**config.mk**
```make
export PLATFORM = sky130hd
export DESIGN_NAME = ex_operand_stage
export DESIGN_NICKNAME = d
export VERILOG_FILES = /design/src/rtl/cpu_pkg.sv /design/src/rtl/forward_unit.sv /design/src/rtl/ex_operand_stage.sv
export SDC_FILE = /design/constraint.sdc
export NUM_CORES = 1
export LEC_CHECK = 0
export ABC_AREA = 1
export BUFFER_PORTS_ARGS = -buffer_cell sky130_fd_sc_hd__buf_2
export CORE_AREA = 2 2 129 131
export DETAILED_ROUTE_END_ITERATION = 7
export DIE_AREA = 0 0 131 133
export PLACE_DENSITY = 0.76
export SLEW_MARGIN = 10
export SYNTH_ARGS = -nofsm -noshare
export SYNTH_HDL_FRONTEND = slang
export SYNTH_HIERARCHICAL = 1
export SYNTH_SLANG_ARGS = --single-unit
```
**constraint.sdc**
```tcl
create_clock -name clk -period 3.1 [get_ports clk]
set_input_delay 0.62 -clock clk [delete_from_list [all_inputs] [get_ports clk]]
set_output_delay 0.62 -clock clk [all_outputs]
set_load 0.05 [all_outputs]
```
**src/rtl/cpu_pkg.sv**
```systemverilog
// rtl/cpu_pkg.sv - shared ALU encodings, forwarding selects and EX stage state type
package cpu_pkg;

  localparam logic [4:0] ZERO_REG = 5'd0;

  localparam logic [5:0] ALU_ADD = 6'b000000;
  localparam logic [5:0] ALU_SUB = 6'b000001;
  localparam logic [5:0] ALU_AND = 6'b011000;
  localparam logic [5:0] ALU_OR  = 6'b011110;
  localparam logic [5:0] ALU_XOR = 6'b010110;
  localparam logic [5:0] ALU_NOR = 6'b010001;
  localparam logic [5:0] ALU_SLL = 6'b100000;
  localparam logic [5:0] ALU_SRL = 6'b100001;
  localparam logic [5:0] ALU_SRA = 6'b100011;

  typedef enum logic [1:0] {
    FWD_REG = 2'b00,
    FWD_MWB = 2'b01,
    FWD_EXM = 2'b10
  } fwd_sel_e;

  // An all-zero value of this struct is a bubble.
  typedef struct packed {
    logic        valid;
    logic        regwrite;
    logic        memread;
    logic        memwrite;
    logic [4:0]  rs;
    logic [4:0]  rt;
    logic [4:0]  rd;
    logic [31:0] rs_data;
    logic [31:0] rt_data;
    logic [31:0] imm_ext;
    logic [4:0]  shamt;
    logic        alusrc1;
    logic        alusrc2;
    logic [5:0]  alufun;
    logic        sign;
  } ex_state_t;

endpackage

```
**src/rtl/forward_unit.sv**
```systemverilog
// rtl/forward_unit.sv - per-operand bypass source select, EX/MEM over MEM/WB
module forward_unit
  import cpu_pkg::*;
(
  input  logic [4:0] src,
  input  logic       exm_regwrite,
  input  logic [4:0] exm_rd,
  input  logic       mwb_regwrite,
  input  logic [4:0] mwb_rd,
  output fwd_sel_e   sel
);

  // A nonzero rd check is enough to keep $0 from ever being bypassed.
  always_comb begin
    sel = FWD_REG;
    if (exm_regwrite && (exm_rd != ZERO_REG) && (exm_rd == src)) begin
      sel = FWD_EXM;
    end else if (mwb_regwrite && (mwb_rd != ZERO_REG) && (mwb_rd == src)) begin
      sel = FWD_MWB;
    end
  end

endmodule

```
**src/rtl/ex_operand_stage.sv**
```systemverilog
// rtl/ex_operand_stage.sv - ID/EX register, operand forwarding and load-use stall
module ex_operand_stage
  import cpu_pkg::*;
#(
  parameter int STALL_CNT_W = 16
) (
  input  logic                   clk,
  input  logic                   reset,
  input  logic [31:0]            id_rs_data,
  input  logic [31:0]            id_rt_data,
  input  logic [4:0]             id_rs,
  input  logic [4:0]             id_rt,
  input  logic [4:0]             id_rd,
  input  logic [31:0]            id_imm_ext,
  input  logic [4:0]             id_shamt,
  input  logic                   id_alusrc1,
  input  logic                   id_alusrc2,
  input  logic [5:0]             id_alufun,
  input  logic                   id_sign,
  input  logic                   id_regwrite,
  input  logic                   id_memread,
  input  logic                   id_memwrite,
  input  logic                   id_valid,
  input  logic                   flush,
  input  logic                   exm_regwrite,
  input  logic [4:0]             exm_rd,
  input  logic [31:0]            exm_data,
  input  logic                   mwb_regwrite,
  input  logic [4:0]             mwb_rd,
  input  logic [31:0]            mwb_data,
  output logic [31:0]            alu_in1,
  output logic [31:0]            alu_in2,
  output logic [5:0]             alu_funct,
  output logic                   alu_sign,
  output logic [4:0]             ex_rd,
  output logic                   ex_regwrite,
  output logic                   ex_memread,
  output logic                   ex_memwrite,
  output logic [31:0]            ex_store_data,
  output logic                   ex_valid,
  output logic                   stall,
  output logic [STALL_CNT_W-1:0] stall_count
);

  ex_state_t ex_q;
  ex_state_t id_d;
  fwd_sel_e  sel_a;
  fwd_sel_e  sel_b;
  logic [31:0] fwd_a;
  logic [31:0] fwd_b;

  assign id_d = '{valid: id_valid, regwrite: id_regwrite, memread: id_memread,
                  memwrite: id_memwrite, rs: id_rs, rt: id_rt, rd: id_rd,
                  rs_data: id_rs_data, rt_data: id_rt_data, imm_ext: id_imm_ext,
                  shamt: id_shamt, alusrc1: id_alusrc1, alusrc2: id_alusrc2,
                  alufun: id_alufun, sign: id_sign};

  // Load in EX whose result the instruction in ID needs: hold ID one cycle.
  assign stall = ex_q.memread && ex_q.valid && (ex_q.rd != ZERO_REG) && id_valid &&
                 ((ex_q.rd == id_rs) || (ex_q.rd == id_rt));

  always_ff @(posedge clk) begin
    if (reset) begin
      ex_q <= '0;
    end else if (flush || stall) begin
      ex_q <= '0;
    end else begin
      ex_q <= id_d;
    end
  end

  always_ff @(posedge clk) begin
    if (reset) begin
      stall_count <= '0;
    end else if (stall && !flush && (stall_count != {STALL_CNT_W{1'b1}})) begin
      stall_count <= stall_count + {{(STALL_CNT_W-1){1'b0}}, 1'b1};
    end
  end

  forward_unit u_fwd_a (
    .src          (ex_q.rs),
    .exm_regwrite (exm_regwrite),
    .exm_rd       (exm_rd),
    .mwb_regwrite (mwb_regwrite),
    .mwb_rd       (mwb_rd),
    .sel          (sel_a)
  );

  forward_unit u_fwd_b (
    .src          (ex_q.rt),
    .exm_regwrite (exm_regwrite),
    .exm_rd       (exm_rd),
    .mwb_regwrite (mwb_regwrite),
    .mwb_rd       (mwb_rd),
    .sel          (sel_b)
  );

  always_comb begin
    fwd_a = ex_q.rs_data;
    case (sel_a)
      FWD_EXM: fwd_a = exm_data;
      FWD_MWB: fwd_a = mwb_data;
      default: fwd_a = ex_q.rs_data;
    endcase
  end

  always_comb begin
    fwd_b = ex_q.rt_data;
    case (sel_b)
      FWD_EXM: fwd_b = exm_data;
      FWD_MWB: fwd_b = mwb_data;
      default: fwd_b = ex_q.rt_data;
    endcase
  end

  assign alu_in1       = ex_q.alusrc1 ? {27'b0, ex_q.shamt} : fwd_a;
  assign alu_in2       = ex_q.alusrc2 ? ex_q.imm_ext : fwd_b;
  assign ex_store_data = fwd_b;
  assign alu_funct     = ex_q.alufun;
  assign alu_sign      = ex_q.sign;
  assign ex_rd         = ex_q.rd;
  assign ex_regwrite   = ex_q.regwrite;
  assign ex_memread    = ex_q.memread;
  assign ex_memwrite   = ex_q.memwrite;
  assign ex_valid      = ex_q.valid;

endmodule

```
==> results.toml, run 1 <==
[worst_setup_path]
worstRegToRegCells = 8
highest_cell_delay_on_the_worst_timing_path_ns = 0.35
worstSetupEndpointType = "primary output"
cell_with_the_biggest_individual_delay_on_the_critical_path = "sky130_fd_sc_hd__dfxtp_2"
timing.setup.critical_path_class = "reg -> out"
worst-endpoint-arrival_ns = 2.62
worst_path_most_repeated_cell = "sky130_fd_sc_hd__nor2_2"
critical_path_peak_fanout = 11
critical_path.reg2reg.startpoint = "ex_rd[4]$_SDFF_PP0_"
crit-reg2reg-capture = "ex_q[95]$_SDFF_PP0_"
cp_cell_sequence = "inv_2, nand2_2, nand2_1, nor2_2, nand3_2, nor2_2, buf_4, ha_4, buf_12, inv_16, buf_12, nor2_2, a21oi_4, nand2_2, nand2_4, buf_8"
critPathLaunchType = "flop"
worst_ep_required_time_ns = 2.48
reg_to_reg_slack_setup_ns = 1.12

[timing]
period_minus_slack_ns = 3.24
timing.final.hold_violations = 0
clock_skew_ns = 0.00791
final_max_slew_viol_count = 0
period_share_pct = 105
fin_worst_hold_slack_ns = 0.403
worst_slew_pin_slew_ns = 0.753
setup_slack_ns = -0.142
setup_viol = 41
setup_repair_after_global_routing_missed_its_margin = "true"
fmax_mhz = 308
timing.slew.headroom_pct = 49.7

[run]
max-cap-violations = 0

[floorplanning]
placementRows = 47
fp.dieH_um = 133
num_io_pins = 337
floorplan.die.width_um = 131
design.die.area_sq_um = 17400
initial_core_util_pct = 43.4
placeableCoreArea_sq_um = 16200

[clock_tree]
cts-root-buf = "sky130_fd_sc_hd__clkbuf_16"
cts.hold.buffers_added = 0
cts.sinks = 145
clock_tree_from_tritoncts = "done"
cts_buffer_depth = 2
clk-insertion-delay-late_ns = 0.42
clk_pin_slew_worst_paths_ns = 0.06
tritoncts.num_buffers = 17
ctsHtreeMaxLevel = 4

[route]
drtAntennaViolNets = 0
routed_length_per_placed_instance_um = 18.5
totalWireLength_um = 31600
first_pass_iters = 5
drt_iter0_markers = 661
via_per_inst = 5.19
drc_errors = 0
route.vias.total = 8895

[power]
finalPower_uw = 5400
total_leakage_power_uw = 0.00612
maximum_ir_drop_on_the_vdd_rail_mv = 0.358
cellPowerDensity_nw_per_um2 = 429

[yosys]
ys_seq_area_share_pct = 41.4
synth_enable_flop_cells = 0
synth.most_common_cell = "sky130_fd_sc_hd__nand2_1"
synthTopCellsByCount = "sky130_fd_sc_hd__nand2_1, sky130_fd_sc_hd__nor2_1, sky130_fd_sc_hd__inv_1, sky130_fd_sc_hd__dfxtp_1, sky130_fd_sc_hd__a21oi_1"
synth_area_sq_um = 7010
synth_warnings = 6
syn-mean-instance-area_sq_um = 6.31
synth_cells = 1111
number_of_unique_standard_cell_types_used_by_synthesis = 26
synth_flop_cell = "sky130_fd_sc_hd__dfxtp_1"
netlist_top_cells_area = "sky130_fd_sc_hd__dfxtp_1, sky130_fd_sc_hd__nand2_1, sky130_fd_sc_hd__nor2_1, sky130_fd_sc_hd__inv_1, sky130_fd_sc_hd__a21oi_1"
ys_async_sr_fraction_pct = 0
synth_top_cell_by_area = "sky130_fd_sc_hd__dfxtp_1"
synth.top_cell.area_share_pct = 41.4
yosys_register_bits = 145
postSynthNetCount = 1324

[grt]
grt_total_usage_pct = 32.4
grt_pass1_wl_um = 43600
grt_overflow = 0
antenna_violations_before_repair = 5
largest_net_degree_at_the_start_of_global_routing = 58
grt_pass1_vias = 8717

[final_layout]
fillCellCount = 1004
fraction_of_layout_instances_using_a_drive_strength_above_1_pct = 47.9
layout.area.seq_sq_um = 2920
finalCoreUtilization_pct = 77.8
finalInstanceArea_sq_um = 12600
design.final.nets = 1690
layout_area_growth_over_synthesis_pct = 79.4
multi_input_comb_area_sq_um = 4560

[hold_path]
hp-class = "in -> reg"
hold_depth = 3
hold-path-endpoint = "ex_q[37]$_SDFF_PP0_"
min_from = "id_imm_ext[23]"

[place]
routabilityCongestion = 0.901
dpl_worst_slack_ns = -0.235
portBuffers = 336
detailed_place.area_sq_um = 10100
hpwlAfterDp_um = 19300

[outcome]
outcome = "complete, but fails checks"
failing_checks = "setup timing"
[timing repair]
item	in CTS	in global routing
gates resized for setup	306	148
setup endpoints to repair	96	96
hold endpoints to repair	0	0
gates cloned	5	4
pin swaps	15	19
setup buffers	2	9
[layer usage]
| metal | track usage (%) | wire length (um) | part of all wire (%) | vias up |
|---|---|---|---|---|
| met1 | 34.7 | 10900 | 34 | 4074 |
| met3 | 8.37 | 2860 | 9.0 | 188 |
| met4 | 19.5 | 2100 | 6.6 | 6 |
| met5 | 0 | 69 | 0.22 | - |
| met2 | 56.2 | 15700 | 50 | 542 |
| li1 | - | - | - | 4085 |
[cells by family after synthesis]
logic type / after synthesis / synth area share, %
buf+inv: 249 / 14.7
compound gates: 178 / 13.1
fa+ha+maj: 5 / 0.892
simple gates: 530 / 29.5
flops: 145 / 41.4
xor+xnor: 4 / 0.500
[cells in the final DEF, fill, tap and decap left out, types with 17 or more instances in the layout]
cell | synthesis | routed
sky130_fd_sc_hd__nor2_2 | 5 | 33
sky130_fd_sc_hd__nand2_1 | 266 | 205
sky130_fd_sc_hd__clkbuf_16 | 0 | 21
sky130_fd_sc_hd__a21oi_2 | 0 | 55
sky130_fd_sc_hd__o21ai_1 | 1 | 23
sky130_fd_sc_hd__buf_8 | 0 | 36
sky130_fd_sc_hd__buf_12 | 0 | 26
sky130_fd_sc_hd__nand2_2 | 4 | 36
sky130_fd_sc_hd__inv_1 | 177 | 165
sky130_fd_sc_hd__nor2_1 | 226 | 188
sky130_fd_sc_hd__buf_4 | 24 | 39
sky130_fd_sc_hd__a21oi_4 | 0 | 59
sky130_fd_sc_hd__dfxtp_1 | 145 | 137
sky130_fd_sc_hd__buf_2 | 2 | 237
sky130_fd_sc_hd__inv_2 | 8 | 17
sky130_fd_sc_hd__nand2_4 | 0 | 29
sky130_fd_sc_hd__buf_6 | 0 | 63
[flip-flops by register name (all words and copies together) (netlist names)]
| signal | count |
|---|---|
| ex_q | 113 |
| stall_count | 16 |
| alu_funct | 6 |
| ex_rd | 5 |
| alu_sign | 1 |
| ex_memread | 1 |
| ex_memwrite | 1 |
| ex_regwrite | 1 |
| ex_valid | 1 |
[final cells by class]
class	count	share of cell area, %
Multi-Input combinational cell	717	36.3
Clock buffer	20	3.55
Timing Repair Buffer	410	27.7
Antenna cell	3	0.0597
Sequential cell	145	23.2
Inverter	186	5.74
Tap cell	220	2.19
Clock inverter	12	1.25
[power by group]
group | switching (uW) | internal, uW | total, uW
Clock | 834 | 1290 | 2130
Sequential | 32.1 | 1930 | 1960
Combinational | 805 | 504 | 1310
[metrics by stage]
| step | instances | TNS (ns) |
|---|---|---|
| detailed placement | 1658 | -13.27 |
| finish | 1713 | -2.80 |
| CTS | 1697 | -1.02 |
| global placement | 1658 | -11.82 |
| global route | 1713 | -8.77 |
| floorplan | 1111 | -0.139 |
[how the worst max path moves through the flow]
stage	startpoint	to	slack, ns	depth (start not counted)
2_1_floorplan	exm_rd[0]	alu_in2[10]	-0.14	14
3_3_place_gp	mwb_rd[0]	alu_in1[10]	-0.23	14
3_5_place_dp	exm_rd[0]	alu_in2[20]	-0.24	16
4_1_cts	ex_q[115]$_SDFF_PP0_	alu_in2[27]	-0.05	16
5_1_grt	ex_q[118]$_SDFF_PP0_	alu_in2[3]	-0.22	16
6_report	ex_q[118]$_SDFF_PP0_	alu_in2[3]	-0.14	16
[critical path, delay by kind of cell (launching register included)]
kind	cells	cell delay, ns
buf+inv	6	0.76
simple gates	8	0.74
flops	1	0.35
fa+ha+maj	1	0.20
compound gates	1	0.16
No activity file was read; power rests on OpenSTA's default activity.
==> run 2: changes to the inputs <==
--- a/config.mk
+++ b/config.mk
@@ -6,11 +6,12 @@
 export NUM_CORES = 1
 export LEC_CHECK = 0
 export ABC_AREA = 1
+export ABC_CLOCK_PERIOD_IN_PS = 3100
 export BUFFER_PORTS_ARGS = -buffer_cell sky130_fd_sc_hd__buf_2
-export CORE_AREA = 2 2 129 131
+export CORE_ASPECT_RATIO = 1.75
+export CORE_UTILIZATION = 32
 export DETAILED_ROUTE_END_ITERATION = 7
-export DIE_AREA = 0 0 131 133
-export PLACE_DENSITY = 0.76
+export RECOVER_POWER = 100
 export SLEW_MARGIN = 10
 export SYNTH_ARGS = -nofsm -noshare
 export SYNTH_HDL_FRONTEND = slang
==> results.toml, run 2 (synthesized netlist as in run 1, its figures left out) <==
[final_layout]
multi_input_comb_area_sq_um = 4580
finalInstanceArea_sq_um = 12300
max_reg_flops = 113
largest_register_by_flop_count = "ex_q"
layout_area_growth_over_synthesis_pct = 75.3
top_library_cells_by_usage_in_the_layout_fill_and_taps_aside = "sky130_fd_sc_hd__buf_2, sky130_fd_sc_hd__nand2_1, sky130_fd_sc_hd__nor2_1, sky130_fd_sc_hd__inv_1, sky130_fd_sc_hd__dfxtp_1"
layout.area.seq_sq_um = 2910
most_common_library_cell_in_the_layout_ignoring_fill_and_taps = "sky130_fd_sc_hd__buf_2"
design.final.nets = 1675
fraction_of_layout_instances_using_a_drive_strength_above_1_pct = 45.0
fillCellCount = 2013

[route]
drc_errors = 0
route.vias.total = 8203
drtAntennaViolNets = 0
routed_length_per_placed_instance_um = 16.5
totalWireLength_um = 29200
via_per_inst = 4.64
drt_iter0_markers = 323
first_pass_iters = 5

[run]
max-cap-violations = 1

[clock_tree]
clock_tree_from_tritoncts = "done"
tritoncts.num_buffers = 17
cts_buffer_depth = 2
clk-insertion-delay-late_ns = 0.43
cts.sinks = 145
cts-root-buf = "sky130_fd_sc_hd__clkbuf_16"
cts.hold.buffers_added = 0
clk_pin_slew_worst_paths_ns = 0.06
ctsHtreeMaxLevel = 4

[worst_setup_path]
critical_path.reg2reg.startpoint = "ex_rd[0]$_SDFF_PP0_"
crit_path_launch = "ex_q[116]$_SDFF_PP0_"
crit-reg2reg-capture = "ex_q[45]$_SDFF_PP0_"
worstSetupEndpointType = "primary output"
cp_num_buf_inv = 5
reg_to_reg_slack_setup_ns = 0.19
cell_with_the_biggest_individual_delay_on_the_critical_path = "sky130_fd_sc_hd__ha_4"
highest_cell_delay_on_the_worst_timing_path_ns = 0.39
critPathLaunchType = "flop"
critical_path_peak_fanout = 7
worst-endpoint-arrival_ns = 2.59
worst_ep_required_time_ns = 2.48
timing.setup.critical_path_class = "reg -> out"
worstRegToRegCells = 9
family_with_the_most_delay_on_the_worst_path = "simple AND/OR/NAND/NOR gates"
cp_cell_sequence = "inv_2, nand2_2, nand2_1, nand2_1, nor2_1, nand3_1, nor2_2, inv_2, ha_4, buf_12, buf_4, a21oi_4, a21oi_4, nand2_2, nand2_4, buf_8"

[outcome]
failing_checks = "capacitance limit, slew limit, setup timing"
outcome = "complete, but fails checks"

[place]
hpwlAfterDp_um = 20500
portBuffers = 336
routabilityCongestion = 0.845
detailed_place.area_sq_um = 10200
dpl_worst_slack_ns = -0.206

[power]
p_seq_share_pct = 38.9
p_int_uw = 3470
switching_share_of_power_pct = 31.5
power.combinational.fraction_pct = 24.8
clkPwrFrac_pct = 36.4
maximum_ir_drop_on_the_vdd_rail_mv = 0.294
total_switching_power_uw = 1590
cellPowerDensity_nw_per_um2 = 412
total_leakage_power_uw = 0.00589

[timing]
period_share_pct = 103
period_minus_slack_ns = 3.21
timing.final.hold_violations = 0
final_max_slew_viol_count = 33
fmax_mhz = 312
clock_skew_ns = 0.00864
fin_worst_hold_slack_ns = 0.393
setup_repair_after_global_routing_missed_its_margin = "true"
worst_slew_pin_slew_ns = 1.59
timing.slew.headroom_pct = -5.98
setup_viol = 45
setup_slack_ns = -0.105

[floorplanning]
num_io_pins = 337
fp.dieH_um = 198
design.die.area_sq_um = 22500
floorplan.die.width_um = 114
placementRows = 71
initial_core_util_pct = 32.6
placeableCoreArea_sq_um = 21500

[hold_path]
min_from = "id_memwrite"
hold-path-endpoint = "ex_memwrite$_SDFF_PP0_"
hold_depth = 3
hp-class = "in -> reg"

[grt]
largest_net_degree_at_the_start_of_global_routing = 51
antenna_violations_before_repair = 3
grt_overflow = 0
grt_pass1_wl_um = 41200
grt_pass1_vias = 7858
grt_total_usage_pct = 24.4
==> run 2: how the worst max path moves through the flow <==
| stage | slack [ns] | endpoint | cells past startpoint |
|---|---|---|---|
| after floorplan | -0.14 | alu_in2[10] | 14 |
| after global placement | -0.20 | alu_in2[16] | 15 |
| after detailed placement | -0.21 | alu_in2[18] | 16 |
| after CTS | -0.07 | alu_in2[18] | 16 |
| after global routing | -0.22 | alu_in2[9] | 16 |
| final | -0.11 | alu_in2[9] | 16 |
==> run 2: final cells by class <==
| cell class | count | area share [%] |
|---|---|---|
| Sequential cell | 145 | 23.7 |
| Multi-Input combinational cell | 717 | 37.3 |
| Inverter | 186 | 5.83 |
| Clock inverter | 7 | 0.305 |
| Antenna cell | 3 | 0.0611 |
| Clock buffer | 23 | 3.81 |
| Timing Repair Buffer | 395 | 26.0 |
| Tap cell | 292 | 2.97 |
==> run 2: worst reg2reg max path: stages (launching register included) <==
cell	delay [ns]
sky130_fd_sc_hd__dfxtp_1	0.40
sky130_fd_sc_hd__nor2_1	0.07
sky130_fd_sc_hd__nor2_1	0.10
sky130_fd_sc_hd__nor2_1	0.04
sky130_fd_sc_hd__nand3_1	0.05
sky130_fd_sc_hd__nand2_1	0.14
sky130_fd_sc_hd__nand2_1	0.17
sky130_fd_sc_hd__nand3_1	1.09
sky130_fd_sc_hd__buf_12	0.61
sky130_fd_sc_hd__nor2_1	0.18
==> run 2: per-stage QoR <==
| stage | utilization, % | TNS, ns | cells | total power, uW |
|---|---|---|---|---|
| finish | 57.2 | -1.82 | 1768 | 5060 |
| global placement | 47.3 | -7.95 | 1720 | 3030 |
| floorplan | - | -0.139 | 1111 | 2670 |
| detailed placement | 47.3 | -10.23 | 1720 | 3030 |
| CTS | 52.7 | -0.473 | 1754 | 4970 |
| global route | 57.2 | -22.99 | 1768 | 5240 |
==> run 2: repair_timing <==
action / in CTS / in global routing
hold endpoints to repair: 0 / 0
buffers inserted: 1 / 9
gates cloned: 3 / 5
pin swaps: 9 / 52
gates resized for setup: 190 / 263
endpoints found under the setup margin: 96 / 96
==> run 2: power groups by stage <==
stage	Sequential (uW)	Clock (uW)	Combinational (uW)
finish	1970	1840	1250
global route	1970	1940	1320
CTS	1960	1880	1140
detailed placement	1990	0	1040
global placement	1990	0	1030
floorplan	2000	0	673
==> run 2: routing by layer <==
metal	track usage [%]	vias up	part of all wire [%]
met5	0	-	0
met4	10.1	0	3.5
met3	5.14	59	4.8
met2	48.6	292	56
met1	23.7	3805	35
li1	-	4047	-
